--- config.mk ---
export PLATFORM = sky130hd
export DESIGN_NAME = sysid_regs
export DESIGN_NICKNAME = d
export VERILOG_FILES = /design/src/rtl/sysid_pkg.sv /design/src/rtl/sysid_rd_pipe.sv /design/src/rtl/sysid_regs.sv
export SDC_FILE = /design/constraint.sdc
export NUM_CORES = 1
export LEC_CHECK = 0
export CORE_ASPECT_RATIO = 1.4
export CORE_UTILIZATION = 45
export CTS_CLUSTER_DIAMETER = 100
export DETAILED_ROUTE_END_ITERATION = 16
export PLACE_DENSITY = 0.65
export RECOVER_POWER = 25
export SLEW_MARGIN = 25
export SYNTH_ARGS = -nofsm -noshare
export SYNTH_HDL_FRONTEND = slang
export SYNTH_SLANG_ARGS = --single-unit
--- constraint.sdc ---
create_clock -name clk -period 5.8 [get_ports clk]
set_input_delay 1.16 -clock clk [delete_from_list [all_inputs] [get_ports clk]]
set_output_delay 1.16 -clock clk [all_outputs]
set_load 0.1 [all_outputs]
--- src/rtl/sysid_pkg.sv ---
// sysid_pkg: shared address map and control bit layout
// for the system-identification register block.
package sysid_pkg;

    localparam logic [2:0] ADDR_SYSID   = 3'd0;
    localparam logic [2:0] ADDR_TSTAMP  = 3'd1;
    localparam logic [2:0] ADDR_VERSION = 3'd2;
    localparam logic [2:0] ADDR_FEATURE = 3'd3;
    localparam logic [2:0] ADDR_SCRATCH = 3'd4;
    localparam logic [2:0] ADDR_UP_LO   = 3'd5;
    localparam logic [2:0] ADDR_UP_HI   = 3'd6;
    localparam logic [2:0] ADDR_CTRL    = 3'd7;

    localparam int CTRL_CLR    = 0;
    localparam int CTRL_FREEZE = 1;
    localparam int CTRL_ERR    = 8;

    // One bit per word; set where a write is illegal.
    localparam logic [7:0] RO_MASK = 8'b0110_1111;

    function automatic logic is_ro(input logic [2:0] a);
        return RO_MASK[a];
    endfunction

endpackage

--- src/rtl/sysid_rd_pipe.sv ---
// sysid_rd_pipe: valid/data delay line for read responses.
// Data stages only load when valid moves in, so the output holds.
module sysid_rd_pipe #(
    parameter int DEPTH = 1,
    parameter int W     = 32
) (
    input  logic         clk,
    input  logic         clr,
    input  logic         in_valid,
    input  logic [W-1:0] in_data,
    output logic         out_valid,
    output logic [W-1:0] out_data
);

    logic [DEPTH-1:0]        vld;
    logic [DEPTH-1:0][W-1:0] dat;

    // Shift valid every cycle; advance data only behind a valid.
    always_ff @(posedge clk) begin
        if (clr) begin
            vld <= '0;
            dat <= '0;
        end else begin
            vld[0] <= in_valid;
            if (in_valid)
                dat[0] <= in_data;
            for (int i = 1; i < DEPTH; i++) begin
                vld[i] <= vld[i-1];
                if (vld[i-1])
                    dat[i] <= dat[i-1];
            end
        end
    end

    assign out_valid = vld[DEPTH-1];
    assign out_data  = dat[DEPTH-1];

endmodule

--- src/rtl/sysid_regs.sv ---
// sysid_regs: ID/version constants, scratch word, 64-bit
// uptime with atomic high-word snapshot, and control/status.
module sysid_regs
    import sysid_pkg::*;
#(
    parameter logic [31:0] SYSTEM_ID     = 32'h4E139039,
    parameter logic [31:0] TIMESTAMP     = 32'h2E95A7A8,
    parameter logic [31:0] VERSION       = 32'h0001_0200,
    parameter logic [31:0] FEATURES      = 32'h0000_0000,
    parameter int          READ_LATENCY  = 1,
    parameter logic [31:0] SCRATCH_RESET = 32'h0000_0000
) (
    input  logic        clk,
    input  logic        reset,
    input  logic [2:0]  address,
    input  logic        read,
    input  logic        write,
    input  logic [31:0] writedata,
    input  logic [3:0]  byteenable,
    output logic [31:0] readdata,
    output logic        readdatavalid,
    output logic        waitrequest
);

    generate
        if (READ_LATENCY < 1 || READ_LATENCY > 4) begin : g_bad_lat
            $fatal(1, "sysid_regs: READ_LATENCY must be 1..4");
        end
    endgenerate

    logic [31:0] scratch;
    logic [63:0] uptime;
    logic [31:0] hi_snap;
    logic        freeze;
    logic        err;

    logic        wr_scr;
    logic        wr_ctl;
    logic        err_set;
    logic        err_clr;
    logic        clr;
    logic        snap;
    logic [31:0] rd_mux;

    assign wr_scr  = write && (address == ADDR_SCRATCH);
    assign wr_ctl  = write && (address == ADDR_CTRL);
    assign err_set = write && is_ro(address);
    assign err_clr = wr_ctl && byteenable[1]
                     && writedata[CTRL_ERR];
    assign clr     = wr_ctl && byteenable[0]
                     && writedata[CTRL_CLR];
    assign snap    = read && (address == ADDR_UP_LO);

    // Read value from pre-write register state.
    always_comb begin
        rd_mux = '0;
        case (address)
            ADDR_SYSID:   rd_mux = SYSTEM_ID;
            ADDR_TSTAMP:  rd_mux = TIMESTAMP;
            ADDR_VERSION: rd_mux = VERSION;
            ADDR_FEATURE: rd_mux = FEATURES;
            ADDR_SCRATCH: rd_mux = scratch;
            ADDR_UP_LO:   rd_mux = uptime[31:0];
            ADDR_UP_HI:   rd_mux = hi_snap;
            default: begin
                rd_mux[CTRL_FREEZE] = freeze;
                rd_mux[CTRL_ERR]    = err;
            end
        endcase
    end

    // Scratch word, written per byte lane.
    always_ff @(posedge clk) begin
        if (reset) begin
            scratch <= SCRATCH_RESET;
        end else if (wr_scr) begin
            for (int i = 0; i < 4; i++)
                if (byteenable[i])
                    scratch[8*i +: 8] <= writedata[8*i +: 8];
        end
    end

    // Free-running uptime; clear beats increment.
    always_ff @(posedge clk) begin
        if (reset)
            uptime <= '0;
        else if (clr)
            uptime <= '0;
        else if (!freeze)
            uptime <= uptime + 64'd1;
    end

    // Latch the high word whenever the low word is read.
    always_ff @(posedge clk) begin
        if (reset)
            hi_snap <= '0;
        else if (snap)
            hi_snap <= uptime[63:32];
    end

    // Freeze control and sticky error; set wins over clear.
    always_ff @(posedge clk) begin
        if (reset) begin
            freeze <= 1'b0;
            err    <= 1'b0;
        end else begin
            if (wr_ctl && byteenable[0])
                freeze <= writedata[CTRL_FREEZE];
            if (err_set)
                err <= 1'b1;
            else if (err_clr)
                err <= 1'b0;
        end
    end

    sysid_rd_pipe #(
        .DEPTH (READ_LATENCY),
        .W     (32)
    ) u_pipe (
        .clk       (clk),
        .clr       (reset),
        .in_valid  (read),
        .in_data   (rd_mux),
        .out_valid (readdatavalid),
        .out_data  (readdata)
    );

    assign waitrequest = 1'b0;

endmodule
==> impl_metrics.csv, run 1 <==
group,metric,value,unit
status,status,"finished, violations left",
status,failed_checks,"max-capacitance violations, max-slew violations",
clock_network,clk_path_buf_depth,2,
clock_network,htreeDepth,4,
synth,syn-num-nets,953,
timing,rsz0062_at_grt,"false",
global_routing,grt_start_max_net_pins,57,
placement,portBuffers,75,
placement,gp_congestion,0.836,
synth,ys_seq_elements,163,
timing,skew,0.0156,ns
clock_network,cts_tree,"built",
route,postRouteAntennaNets,0,
synth,synth_area_leader_cell,"dfxtp_1",
finish,synthToLayoutAreaGrowth,19.2,%
finish,postLayoutCoreUtil,0.552,
setup_path,path_buf_inv,2,
synth,yosysWarnings,0,
synth,avgSynthCellArea,8.02,um^2
route,routed_wl,19.4,mm
power_and_ir_drop,ir_worst_vdd,0.000199,V
setup_path,critPathLaunchType,"input port",
setup_path,cp_slowest_cell,"a21o_1",
die,row_count,54,
route,wl_per_cell,16.7,um
die,start_util,0.463,
setup_path,endpoint_kind,"flop",
setup_path,cpPeakStageDelay,1.19,ns
timing,final.period_utilization,0.649,
timing,slew_viol_final,46,
global_routing,grt_pass1_vias,5959,
synth,syn_area,0.00726,mm^2
finish,antenna_cells,0,
timing,min_period,3.77,ns
synth,synth-seq-area-share,0.449,
clock_network,ctsHoldBuffers,0,
clock_network,tritoncts.num_buffers,17,
timing,finalSetupViolCount,0,
global_routing,grt_pass1_wl,31.1,mm
route,drtIter0Drc,351,
global_routing,grt.total_usage,0.241,
clock_network,cts_root_buf,"clkbuf_16",
setup_path,critical-path-top-delay-family,"buffers and inverters",
setup_path,worstSetupPathType,"input port to flop",
power_and_ir_drop,p_total,2430,uW
setup_path,cp.arrival,4.09,ns
clock_network,clk_pin_slew,0.06,ns
setup_path,crit_fanout,45,
setup_path,critPathRequiredTime,6.12,ns
global_routing,antenna_found_initial,0,
timing,relSlewSlack,-0.0337,
setup_path,crit_chain,"dlygate4sd3_1 > nand3_1 > nor2_1 > a21o_1 > buf_4 > nor2_1",
run,maxCapViolations,1,
die,core,0.0157,mm^2
finish,drive_gt1_frac,0.0635,
finish,nets,996,
route,via_per_inst,5.59,
route,drc,0,
finish,multi_input_area,0.00372,mm^2
finish,n_fill_cell,1517,
global_routing,globalRoute.totalOverflow,0,
clock_network,cts.repair.resized,0,
min_path,min-delay-path-class,"flop to flop",
timing,tns,0,ns
synth,synth_area_leaders,"dfxtp_1, nand2_1, a21oi_1",
clock_network,cts_setup_buffers,0,
clock_network,clock-sinks,163,
synth,netlist_instances,905,
die,fp.dieW,109,um
die,chipHeight,152,um
finish,register_area,0.00326,mm^2
synth,synth.distinct_cells,44,
timing,fmax,266,MHz
power_and_ir_drop,powerDensity,281,mW/mm^2
placement,postPlaceCellArea,0.00806,mm^2
synth,synth_top_area_frac,0.449,
route,num_vias,6472,
placement,dp_hpwl,13.7,mm
die,io-pin-count,77,
timing,hold_viol_final,0,
route,firstDrtPassIters,5,
finish,final_common_cell,"nand2_1",
finish,final_cell_mix,"nand2_1, dfxtp_1, a21oi_1",
die,dieArea,0.0167,mm^2
clock_network,insertion_delay,0.44,ns
setup_path,path_common_cell,"nor2_1",
power_and_ir_drop,power.leakage,0.00301,uW
finish,final_area,0.00865,mm^2
timing,worst_pin_slew,1.55,ns
## flip-flops by register name (all words and copies together) (netlist names)
name and flops:
uptime 64, hi_snap 32, scratch 32, u_pipe.out_data 32, err 1, freeze 1
u_pipe.out_valid 1
## power breakdown
group / total, uW / switching (uW) / internal, uW
combinational: 168 / 115 / 53.2
clock: 1130 / 477 / 651
sequential: 1140 / 8.40 / 1130
total: 2430 / 600 / 1830
## worst paths after layout
path                from          end  slack [ns]  cells past startpoint
max reg2reg    uptime[6]   uptime[59]        3.05                      5
max                write   uptime[48]        2.03                      6
min          scratch[30]  scratch[30]        0.45                      2
min reg2reg  scratch[30]  scratch[30]        0.45                      2
## cell type report
| type | instances | share of cell area |
|---|---|---|
| well taps | 196 | 0.0283 |
| flip-flops and latches | 163 | 0.377 |
| repair buffers | 81 | 0.0914 |
| multi-input cells | 673 | 0.430 |
| inverters | 12 | 0.00520 |
| clock inverters | 13 | 0.0171 |
| clock buffers | 19 | 0.0512 |
## Yosys cell counts, drive strengths merged
library cell  count
a21o              1
a21oi           105
a22o              2
a22oi            44
a311oi            3
a31oi             2
and2              5
and3             10
and4              3
and4b             1
buf              11
clkbuf           46
conb              1
dfxtp           163
ha                5
inv              12
mux2i             4
nand2           189
nand3            39
nand4            21
nand4b            2
nor2             82
nor2b             5
nor3              8
nor4              9
nor4b             2
o21ai            55
o22ai             1
o31ai             8
or2               1
or3              22
or4               8
xnor2            15
xor2             20
## layer usage
metal | wire length, um | track usage
met5 | 0 | 0
met4 | 482 | 0.0997
met3 | 889 | 0.0496
met2 | 9170 | 0.380
met1 | 8820 | 0.317
## stage by stage
step,setup WS (ns),hold slack (ns),cells
finish,2.03,0.453,1157
global route,1.84,0.469,1157
CTS,1.91,0.453,1157
detailed placement,1.45,0.443,1125
global placement,1.52,0.441,1125
floorplan,3.16,0.433,905
## cell families after synthesis
group                      after synthesis  share of synthesized area
muxes                                    4                    0.00551
buffers and inverters                   69                     0.0389
adders and majority gates                5                    0.00861
DFF                                    163                      0.449
and+or+nand+nor                        407                      0.281
AOI/OAI and AO/OA                      221                      0.174
other                                    1                   0.000516
xor gates and xnor gates                35                     0.0422
## worst reg2reg max path: stages (launching register included)
cell     delay (ns)
dfxtp_1        0.50
nand4_4        0.21
nor4_4         0.78
nand3_2        0.45
or4_1          0.60
a21oi_1        0.15
No activity file was read; power rests on OpenSTA's default activity.
==> run 2, diff against run 1 <==
==> constraint.sdc (replaced) <==
create_clock -name clk -period 3.5 [get_ports clk]
set_input_delay 0.7 -clock clk [delete_from_list [all_inputs] [get_ports clk]]
set_output_delay 0.7 -clock clk [all_outputs]
set_load 0.1 [all_outputs]
==> impl_metrics.csv, run 2 (same netlist as run 1, synthesis figures left out) <==
group,metric,value,unit
timing,fin_ws,0.866,ns
die,start_util,0.463,
timing,relSlewSlack,0.201,
timing,finalSetupViolCount,0,
run,maxCapViolations,0,
setup_path,cp_slowest_cell,"clkdlybuf4s50_1",
power_and_ir_drop,power.leakage,0.00309,uW
clock_network,insertion_delay,0.43,ns
finish,nets,1006,
power_and_ir_drop,power.share.combinational,0.069,
finish,antenna_cells,0,
placement,portBuffers,75,
power_and_ir_drop,swShare,0.233,
power_and_ir_drop,powerDensity,475,mW/mm^2
timing,hold_viol_final,0,
route,met2RoutedLength,9.09,mm
global_routing,antenna_found_initial,0,
setup_path,critPathRequiredTime,2.80,ns
timing,skew,0.00961,ns
finish,postLayoutCoreUtil,0.561,
power_and_ir_drop,p_seq_frac,0.452,
min_path,min-delay-path-class,"flop to flop",
clock_network,clk_path_buf_depth,2,
clock_network,cts_tree,"built",
die,row_count,54,
global_routing,grt_start_max_net_pins,73,
setup_path,path_buf_inv,1,
timing,final.period_utilization,0.752,
global_routing,globalRoute.totalOverflow,0,
finish,final_common_cell,"nand2_1",
route,routed_wl,19.3,mm
finish,final_cell_mix,"nand2_1, dfxtp_1, a21oi_1",
global_routing,grt_pass1_wl,31.6,mm
setup_path,critPathLaunchType,"flop",
route,dr_wl_met3,875,um
route,via_per_inst,5.56,
clock_network,cts.repair.resized,0,
setup_path,critical-path-top-delay-family,"buffers and inverters",
die,chipHeight,152,um
clock_network,cts_root_buf,"clkbuf_16",
power_and_ir_drop,ir_worst_vdd,0.000400,V
timing,rsz0062_at_grt,"false",
route,postRouteAntennaNets,0,
power_and_ir_drop,p_int,3210,uW
route,wl_per_cell,16.5,um
die,fp.dieW,109,um
global_routing,grt_pass1_vias,6187,
die,core,0.0157,mm^2
route,routed.top_layer,"met4",
finish,synthToLayoutAreaGrowth,21.1,%
route,firstDrtPassIters,5,
placement,gp_congestion,0.809,
setup_path,crit_fanout,2,
power_and_ir_drop,p_sw,973,uW
setup_path,worstSetupPathType,"flop to primary output",
power_and_ir_drop,p_clk_frac,0.479,
clock_network,tritoncts.num_buffers,17,
clock_network,ctsHoldBuffers,0,
timing,timing.hold.ws,0.455,ns
clock_network,cts_setup_buffers,0,
clock_network,clock-sinks,163,
setup_path,crit_chain,"clkdlybuf4s50_1",
timing,worst_pin_slew,1.20,ns
clock_network,htreeDepth,4,
timing,tns,0,ns
die,dieArea,0.0167,mm^2
setup_path,endpoint_kind,"primary output",
placement,dp.cells,1135,
placement,dpl_worst_slack,0.564,ns
timing,min_period,2.63,ns
timing,slew_viol_final,0,
finish,largest_reg_flops,64,
timing,fmax,380,MHz
setup_path,cp.arrival,1.93,ns
clock_network,clk_pin_slew,0.07,ns
finish,stdcell_count,1166,
route,drtIter0Drc,423,
setup_path,cpPeakStageDelay,1.15,ns
route,met1Wirelength,9.00,mm
status,status,"completed",
route,drc,0,
placement,dp_hpwl,13.6,mm
global_routing,grt.total_usage,0.242,
route,num_vias,6479,
finish,drive_gt1_frac,0.0691,
die,io-pin-count,77,
finish,top_register,"uptime",
==> run 2: cell types whose count changed in the layout (fill, tap and decap cells not counted), sizes merged <==
| cell | before | now |
|---|---|---|
| inv | 17 | 15 |
| clkinvlp | 4 | 2 |
| buf | 7 | 16 |
| dlygate4sd3 | 5 | 2 |
| bufinv | 2 | 4 |
| clkbuf | 19 | 22 |
| clkdlybuf4s50 | 69 | 71 |
==> run 2: cell type report <==
cell class | instances | area (um^2)
Fill cell | 1499 | 6880
Multi-Input combinational cell | 673 | 3710
Sequential cell | 163 | 3260
Timing Repair Buffer | 91 | 893
Clock buffer | 20 | 457
Tap cell | 196 | 245
Clock inverter | 11 | 175
Inverter | 12 | 45.0
==> run 2: per-layer routing <==
layer	vias to the layer above	GRT usage
met2	153	0.382
met3	19	0.0509
met4	0	0.0743
met5	-	0
li1	3252	-
met1	3055	0.330
==> run 2: power groups by stage <==
stage / logic (uW) / clock network, uW / registers [uW]
floorplan: 116 / 0 / 1990
global placement: 290 / 0 / 1930
detailed placement: 290 / 0 / 1930
CTS: 292 / 2030 / 1890
global route: 313 / 2100 / 1890
finish: 289 / 2000 / 1890
==> run 2: tightest hold or removal path: stages, from the launching register on <==
cell and delay, ns:
dfxtp_1 0.31, nand2_1 0.05, a21oi_1 0.05
==> run 2: metrics by stage <==
step	power, uW	instance area, um^2
after floorplan	2100	7260
after global placement	2220	8170
after detailed placement	2220	8170
after CTS	4210	8800
after global routing	4300	8790
final	4180	8790
==> run 2: path summary, 6_finish.rpt <==
check / start / to / slack, ns / cells past startpoint
min reg2reg: scratch[26] / scratch[26] / 0.46 / 2
min: scratch[26] / scratch[26] / 0.46 / 2
max reg2reg: uptime[5] / uptime[59] / 0.95 / 6
max: u_pipe.out_data[29] / readdata[29] / 0.87 / 1
